--- src/rtl/alu_mac_pipe.sv ---
// -----------------------------------------------------------------------------
// alu_mac_pipe
//
// Three-stage multiply-accumulate pipeline computing a signed dot product per
// packet. Each accepted beat carries K operand pairs. The lane products are
// summed and accumulated, with saturation, until the last beat of a packet.
//
//   Stage 1 : K lane products, each 2*DW+1 bits signed. Each beat's sgn selects
//             sign- or zero-extension of its own operands.
//   Stage 2 : signed sum of the K products, 2*DW+1+log2(K) bits.
//   Stage 3 : saturating accumulate into ACC_W bits plus a saturating beat
//             count. A last-tagged beat publishes the result and clears the
//             packet state.
//
// Ports
//   clk        sole clock, rising edge
//   rst_n      asynchronous active-low reset
//   in_valid   input beat valid
//   in_ready   beat can be accepted (low only while a result is stalled)
//   matrix_in  K packed DW-bit operands, lane 0 in the MSBs
//   vector_in  K packed DW-bit operands, lane 0 in the MSBs
//   sgn        1 = operands of this beat are signed, 0 = unsigned
//   in_last    marks the final beat of a packet
//   out_valid  result valid, held until out_ready
//   out_ready  downstream accepts the result
//   acc_out    signed dot-product result of the packet
//   ovf        the accumulator saturated at least once in the packet
//   cnt_out    beats in the packet, saturating at 2^CNT_W-1
// -----------------------------------------------------------------------------
module alu_mac_pipe #(
    parameter int K     = 4,
    parameter int DW    = 8,
    parameter int ACC_W = 32,
    parameter int CNT_W = 8
) (
    input  logic             clk,
    input  logic             rst_n,
    input  logic             in_valid,
    output logic             in_ready,
    input  logic [DW*K-1:0]  matrix_in,
    input  logic [DW*K-1:0]  vector_in,
    input  logic             sgn,
    input  logic             in_last,
    output logic             out_valid,
    input  logic             out_ready,
    output logic [ACC_W-1:0] acc_out,
    output logic             ovf,
    output logic [CNT_W-1:0] cnt_out
);

    localparam int PW = 2 * DW + 1;     // lane product width
    localparam int LK = $clog2(K);      // growth bits of the K-way sum
    localparam int SW = PW + LK;        // lane sum width

    localparam logic [ACC_W-1:0] ACC_MAX = {1'b0, {(ACC_W-1){1'b1}}};
    localparam logic [ACC_W-1:0] ACC_MIN = {1'b1, {(ACC_W-1){1'b0}}};

    // Widen one operand to the product width. The extra bit lets unsigned
    // operands stay positive in a signed multiply.
    function automatic logic signed [PW-1:0] ext_op(
        input logic [DW-1:0] op,
        input logic          is_signed
    );
        logic signed [PW-1:0] r;
        if (is_signed) begin
            r = PW'($signed(op));
        end else begin
            r = PW'(op);
        end
        return r;
    endfunction

    // Clamp an ACC_W+1 bit sum to the ACC_W signed range. The return value
    // is {saturated_flag, clamped_value}.
    function automatic logic [ACC_W:0] sat_acc(input logic signed [ACC_W:0] v);
        logic [ACC_W:0] r;
        if (v[ACC_W] != v[ACC_W-1]) begin
            if (v[ACC_W]) begin
                r = {1'b1, ACC_MIN};
            end else begin
                r = {1'b1, ACC_MAX};
            end
        end else begin
            r = {1'b0, v[ACC_W-1:0]};
        end
        return r;
    endfunction

    // Beat counter increment that sticks at all-ones.
    function automatic logic [CNT_W-1:0] cnt_sat_inc(input logic [CNT_W-1:0] c);
        logic [CNT_W-1:0] r;
        if (&c) begin
            r = c;
        end else begin
            r = c + CNT_W'(1'b1);
        end
        return r;
    endfunction

    // ---------------------------------------------------------------- state
    logic                    stall_s;

    logic                    s1_valid_r;
    logic                    s1_last_r;
    logic signed [PW-1:0]    prod_s [K];
    logic signed [PW-1:0]    prod_r [K];

    logic                    s2_valid_r;
    logic                    s2_last_r;
    logic signed [SW-1:0]    sum_s;
    logic signed [SW-1:0]    sum_r;

    logic signed [ACC_W-1:0] acc_r;
    logic [CNT_W-1:0]        cnt_r;
    logic                    ovf_r;
    logic signed [ACC_W:0]   tot_s;
    logic [ACC_W:0]          sat_s;
    logic [CNT_W-1:0]        cnt_nxt_s;

    logic                    out_valid_r;
    logic [ACC_W-1:0]        acc_out_r;
    logic                    ovf_out_r;
    logic [CNT_W-1:0]        cnt_out_r;

    // A result waiting on downstream freezes the whole pipeline.
    assign stall_s   = out_valid_r && !out_ready;
    assign in_ready  = !stall_s;

    assign out_valid = out_valid_r;
    assign acc_out   = acc_out_r;
    assign ovf       = ovf_out_r;
    assign cnt_out   = cnt_out_r;

    // Stage 1 lane multipliers; lane 0 occupies the most significant slice.
    always_comb begin
        for (int i = 0; i < K; i++) begin
            prod_s[i] = ext_op(matrix_in[(K-1-i)*DW +: DW], sgn)
                      * ext_op(vector_in[(K-1-i)*DW +: DW], sgn);
        end
    end

    // Stage 1 registers: lane products and beat tags.
    always_ff @(posedge clk or negedge rst_n) begin
        if (!rst_n) begin
            s1_valid_r <= 1'b0;
            s1_last_r  <= 1'b0;
            for (int i = 0; i < K; i++) begin
                prod_r[i] <= {PW{1'b0}};
            end
        end else if (!stall_s) begin
            s1_valid_r <= in_valid;
            s1_last_r  <= in_valid && in_last;
            if (in_valid) begin
                prod_r <= prod_s;
            end
        end
    end

    // Stage 2 reduction of the K products; synthesis balances this into a tree.
    always_comb begin
        sum_s = {SW{1'b0}};
        for (int i = 0; i < K; i++) begin
            sum_s = sum_s + SW'(prod_r[i]);
        end
    end

    // Stage 2 registers: lane sum and tags.
    always_ff @(posedge clk or negedge rst_n) begin
        if (!rst_n) begin
            s2_valid_r <= 1'b0;
            s2_last_r  <= 1'b0;
            sum_r      <= {SW{1'b0}};
        end else if (!stall_s) begin
            s2_valid_r <= s1_valid_r;
            s2_last_r  <= s1_last_r;
            if (s1_valid_r) begin
                sum_r <= sum_s;
            end
        end
    end

    // Stage 3 next accumulator value, with one guard bit to detect overflow.
    always_comb begin
        tot_s     = (ACC_W+1)'(acc_r) + (ACC_W+1)'(sum_r);
        sat_s     = sat_acc(tot_s);
        cnt_nxt_s = cnt_sat_inc(cnt_r);
    end

    // Stage 3 accumulate and result publication. When not stalled, any
    // previous result has been taken, so out_valid follows whether a new
    // last beat completes at this edge.
    always_ff @(posedge clk or negedge rst_n) begin
        if (!rst_n) begin
            acc_r       <= {ACC_W{1'b0}};
            cnt_r       <= {CNT_W{1'b0}};
            ovf_r       <= 1'b0;
            out_valid_r <= 1'b0;
            acc_out_r   <= {ACC_W{1'b0}};
            ovf_out_r   <= 1'b0;
            cnt_out_r   <= {CNT_W{1'b0}};
        end else if (!stall_s) begin
            if (s2_valid_r && s2_last_r) begin
                acc_out_r   <= sat_s[ACC_W-1:0];
                ovf_out_r   <= ovf_r | sat_s[ACC_W];
                cnt_out_r   <= cnt_nxt_s;
                out_valid_r <= 1'b1;
                acc_r       <= {ACC_W{1'b0}};
                cnt_r       <= {CNT_W{1'b0}};
                ovf_r       <= 1'b0;
            end else if (s2_valid_r) begin
                acc_r       <= sat_s[ACC_W-1:0];
                cnt_r       <= cnt_nxt_s;
                ovf_r       <= ovf_r | sat_s[ACC_W];
                out_valid_r <= 1'b0;
            end else begin
                out_valid_r <= 1'b0;
            end
        end
    end

endmodule

--- config.mk ---
export PLATFORM = sky130hd
export DESIGN_NAME = alu_mac_pipe
export DESIGN_NICKNAME = d
export VERILOG_FILES = /design/src/rtl/alu_mac_pipe.sv
export SDC_FILE = /design/constraint.sdc
export NUM_CORES = 1
export LEC_CHECK = 0
export CORE_AREA = 4 4 426 218
export DETAILED_ROUTE_END_ITERATION = 8
export DIE_AREA = 0 0 430 222
export HOLD_SLACK_MARGIN = 0.1
export PLACE_DENSITY = 0.53
export SETUP_SLACK_MARGIN = 0.15
export SLEW_MARGIN = 20
export SYNTH_ARGS = -nofsm -noshare
export SYNTH_HDL_FRONTEND = slang
export SYNTH_SLANG_ARGS = --single-unit
--- constraint.sdc ---
create_clock -name clk -period 4.13 [get_ports clk]
set_clock_uncertainty 0.05 [all_clocks]
set_input_delay 0.413 -clock clk [delete_from_list [all_inputs] [get_ports clk]]
set_output_delay 0.413 -clock clk [all_outputs]
set_load 0.005 [all_outputs]
Word-level counts from Yosys, hierarchy flattened
Index checks and enable logic that the tools add are counted.
- register bits: 174
- bits in latches: 0
- memory bits (writable): 0
- ROM bits: 0
- bits of input ports: 70
- output and inout port bits: 43
- logic and storage cells: 57
- memories: 0
- add/sub/neg operators: 5
- $mul: 4
- div/mod/pow operators: 0
- magnitude comparators: 0
- eq/ne operators: 1
- shift operators: 0
- multiplexer cells: 18
- bitwise logic cells: 2
- reductions and logical operators: 11
- operator list (cell ; count):
    17-bit 2-to-1 mux ; 8
    32-bit 2-to-1 mux ; 3
    17-bit by 17-bit multiplier with 17-bit output ; 4
    32-bit by 19-bit adder with 33-bit output ; 1
    33-bit 2-to-1 mux ; 1
    8-bit 2-to-1 mux ; 3
    18-bit by 17-bit adder with 19-bit output ; 1
    19-bit by 17-bit adder with 19-bit output ; 1
    17-bit by 17-bit adder with 18-bit output ; 1
    8-bit by 1-bit adder with 8-bit output, second input constant ; 1
    2-bit AND reduction ; 4
    8-bit AND reduction ; 1
    1-bit logical AND ; 3
    1-bit 2-to-1 mux ; 3
    1-bit zero test ; 2
    2-bit nonzero test ; 1
    1-bit inequality test ; 1
    1-bit NOT ; 1
    1-bit OR ; 1

Logic depth before layout (Yosys ltp)
- depth in word-level cells: 6
- gate-level depth with buffers: 24

Worst setup path before layout
No wires, ideal clock.
- path kind: input port to flip-flop
- start point: in sgn
- end point: reg prod_r[67] (netlist name)
- library setup time: 0.133 ns
- arrival: 5.945 ns
- slack: -1.998 ns
- stages on the path: 22
- path through: clkbuf_1 > clkbuf_1 > clkbuf_1 > nand3_1 > fa_1 > fa_1 > inv_1 > fa_1 > inv_1 > fa_1 > inv_1 > fa_1 > inv_1 > fa_1 > inv_1 > ha_1 > and2_1 > o21a_1 > a41o_1 > o41a_1 > xnor2_1 > o21ai_0
- word-level cells in the longest chain between the ends: 2
- elaborated cells between the ends (all ways): 3
- ends and longest elaborated chain (item ; line ; text):
    start, declared ; 42 ; input logic sgn,
    17-bit 2-to-1 mux ; 65 ; if (is_signed) begin
    17-bit by 17-bit multiplier with 17-bit output * ; 138 ; * ext_op(vector_in[(K-1-i)*DW +: DW], sgn);
    end signal, assigned by index ; 148 ; prod_r[i] <= {PW{1'b0}};
    end signal, assigned ; 154 ; prod_r <= prod_s;
    end, declared ; 106 ; logic signed [PW-1:0] prod_r [K];
Every way passes the cells marked *; elsewhere a longest branch is shown, timed or not.
A chain may end at the register's enable or synchronous reset.

Worst setup path in the final report
- start point: in sgn
- end point: reg prod_r[14] (netlist name)
Same word-level chain as after synthesis.

==> flow_summary_export.csv <==
group,metric,value,unit
logic_synthesis,yosysWarnings,0,
outcome,outcome,"finished, violations left",
global_routing,grt_first_pass_wirelength,117,mm
detailed_routing,vias_per_cell,4.38,
flow_run,maxCapViolCount,0,
detailed_routing,wirelength,72.9,mm
clock_tree,insertion_delay,450,ps
critical_path,critical-path-top-delay-family,"adder cells",
logic_synthesis,synth-main-ff-cell,"dfrtp_1",
detailed_routing,wl_per_cell,16.0,µm
clock_tree,h-tree-depth,4,
logic_synthesis,yosys_register_bits,174,
critical_path,cp.arrival,5430,ps
detailed_routing,ant_nets,0,
detailed_routing,drc,0,
floorplanning,die_area,95500,µm²
cells_and_area,nets,4071,
cells_and_area,num_antenna_cells,0,
logic_synthesis,synthCells,2819,
sta,setup_viol,30,
cells_and_area,area_growth,36.0,%
floorplanning,die_y,222,µm
critical_path,critical-path-max-stage-delay,570,ps
logic_synthesis,syn_area_per_cell,9.11,µm²
sta,min_period,5140,ps
clock_tree,cts.sink_count,174,
detailed_routing,drtIter0Drc,1171,
floorplanning,core-area,89500,µm²
sta,rsz0062_at_grt,"yes",
clock_tree,cts-buffers-inserted,17,
logic_synthesis,ys_types,60,
clock_tree,clkSlewWorstSetupHoldPaths,70,ps
cells_and_area,layout_commonest_cell,"inv_1",
min_path,hold_path.class,"flop to flop",
global_routing,grt_antenna_before_repair,0,
sta,fmax,195,MHz
clock_tree,ctsLongestPathBuffers,2,
sta,post-route-period-util,1.24,
global_routing,grtUsageTotal,0.154,
clock_tree,root_buffer,"clkbuf_16",
placed_design,gp_congestion,0.867,
floorplanning,rows,78,
sta,tightestPinTransition,798,ps
sta,drv_slew,0,
critical_path,endpoint_kind,"flop",
sta,hold_viol,0,
global_routing,grt_max_degree,88,
floorplanning,io_pins,113,
floorplanning,initial_core_util,0.287,
critical_path,crit_chain,"buf_16, buf_6, buf_8, and2_4, nand2_2, fa_2, buf_6, buf_4, fa_1, inv_2, fa_2, fa_2, fa_1, inv_1, fa_1, inv_2, ha_4, nand3_1, nand2_1, a41oi_2, nand2b_1, xnor2_2, o21ai_1",
sta,fin_ws,-1010,ps
cells_and_area,final_layout_size_suffix_gt1_frac,0.303,
logic_synthesis,synth.cell_area,25700,µm²
critical_path,cp_slowest_cell,"fa_2",
outcome,violations,"negative setup slack",
logic_synthesis,synthTopCellsByArea,"fa_1 29%, dfrtp_1 17%, ha_1 14%",
global_routing,gr-total-overflow,0,
cells_and_area,final_cell_mix,"529 x inv_1, 355 x buf_4, 327 x fa_1, 241 x nand2_1, 213 x ha_1",
clock_tree,tritoncts,"yes",
placed_design,io_buffer_count,112,
logic_synthesis,synth_top_cell_by_area,"fa_1",
critical_path,critPathLaunchType,"input pin",
logic_synthesis,synth_top_area_share,0.285,
floorplanning,die_w,430,µm
logic_synthesis,async_flop_share,1.00,
placed_design,dp_hpwl,60.3,mm
logic_synthesis,synth_nets,3546,
sta,setup_tns,-17140,ps
logic_synthesis,yosysSeqAreaShare,0.170,
critical_path,crit_required,4420,ps
critical_path,path_class,"input pin to flop",
sta,slew_headroom,0.467,
logic_synthesis,synth_enable_flop_cells,0,
critical_path,crit_buf_inv,8,
detailed_routing,drtPass1Iterations,5,
critical_path,cp_max_fo,6,
global_routing,first_global_vias,20200,
detailed_routing,vias,19900,
-- per-stage QoR --
stage / cell area [µm²] / hold WS, ps / std cells / setup slack [ps] / util
final: 34900 / 422 / 4556 / -1010 / 0.390
after global routing: 34900 / 463 / 4556 / -1160 / 0.390
after CTS: 33800 / 432 / 4529 / -1050 / 0.377
after detailed placement: 31300 / 416 / 4421 / -1930 / 0.350
after global placement: 31300 / 414 / 4421 / -1890 / 0.350
after floorplan: 26400 / 67.4 / 2819 / -1420 / -
-- sequential cells by signal, indices dropped and copies added (netlist names), 8 cells and up --
name and count:
acc_r 32, acc_out 32, cnt_out 8, prod_r 68, cnt_r 8, sum_r 19
-- kinds of logic (layout without fill, tap and decap cells) --
group           after synthesis  after routing  synth area share
fa+ha+maj                   657            657             0.427
mux                          31             32            0.0143
simple gates                696            696             0.133
flops                       174            174             0.170
compound gates              395            395            0.0942
buf+inv                     686           1222             0.101
xor+xnor                    180            180            0.0614
-- Yosys cell counts, types with 28 or more instances --
cell and count:
a21oi_1 87, nor3_1 28, dfrtp_1 174, and3_1 38
clkbuf_1 80, xor2_1 58, inv_1 602, nor2_1 86
xnor2_1 122, fa_1 366, and2_1 197, a21o_1 30
nand2_1 270, o21ai_0 155, ha_1 291
-- final cells by class --
cell class	instances	area, µm²
well taps	1200	1500
inverters	603	2280
clock buffers	17	425
clock inverters	14	204
flip-flops and latches	174	4360
fillers	8928	54600
repair buffers	588	5160
multi-input cells	1960	21000
-- final timing paths --
check / startpoint / to / slack (ps) / cells after the start
worst min register to register: s1_last_r$_DFFE_PN0N_ / s1_last_r$_DFFE_PN0N_ / 420 / 2
min in group asynchronous: rst_n / cnt_out[6]$_DFFE_PN0P_ / 540 / 2
worst max register to register: prod_r[19]$_DFFE_PN0P_ / sum_r[18]$_DFFE_PN0P_ / 220 / 13
worst max-delay path: sgn / prod_r[14]$_DFFE_PN0P_ / -1010 / 23
max in group asynchronous: rst_n / prod_r[17]$_DFFE_PN0P_ / 2530 / 3
worst min-delay path: s1_last_r$_DFFE_PN0N_ / s1_last_r$_DFFE_PN0N_ / 420 / 2
-- worst reg2reg max path, cell delays in order (launching register included) --
cell       delay [ps]
dfrtp_2           470
fa_1              540
fa_1              440
ha_1              300
a21o_1            180
a211oi_2          230
o21ai_1           120
a221o_1           370
a2111oi_4         300
buf_4             180
nor3_4             50
a211oi_2          270
xnor2_2           190
o21ai_1            80
-- repair_timing --
item / CTS / global route
endpoints found under the setup margin: 105 / 104
pin swaps: 196 / 204
hold endpoints to repair: 84 / 0
cloned: 3 / 0
gates resized for setup: 543 / 274
setup buffers: 73 / 27
hold buffers: 1 / 0
-- metal layers --
layer  global-route usage  up-vias  part of all wire
met5                    0        -                 0
met4               0.0184        0            0.0059
met3               0.0240       27             0.045
met2                0.193      313              0.37
met1                0.270     9737              0.58
li1                     -     9870                 -
Power is not shown: default switching activity piles up to over one toggle a cycle in this logic, so the estimate is an artifact.
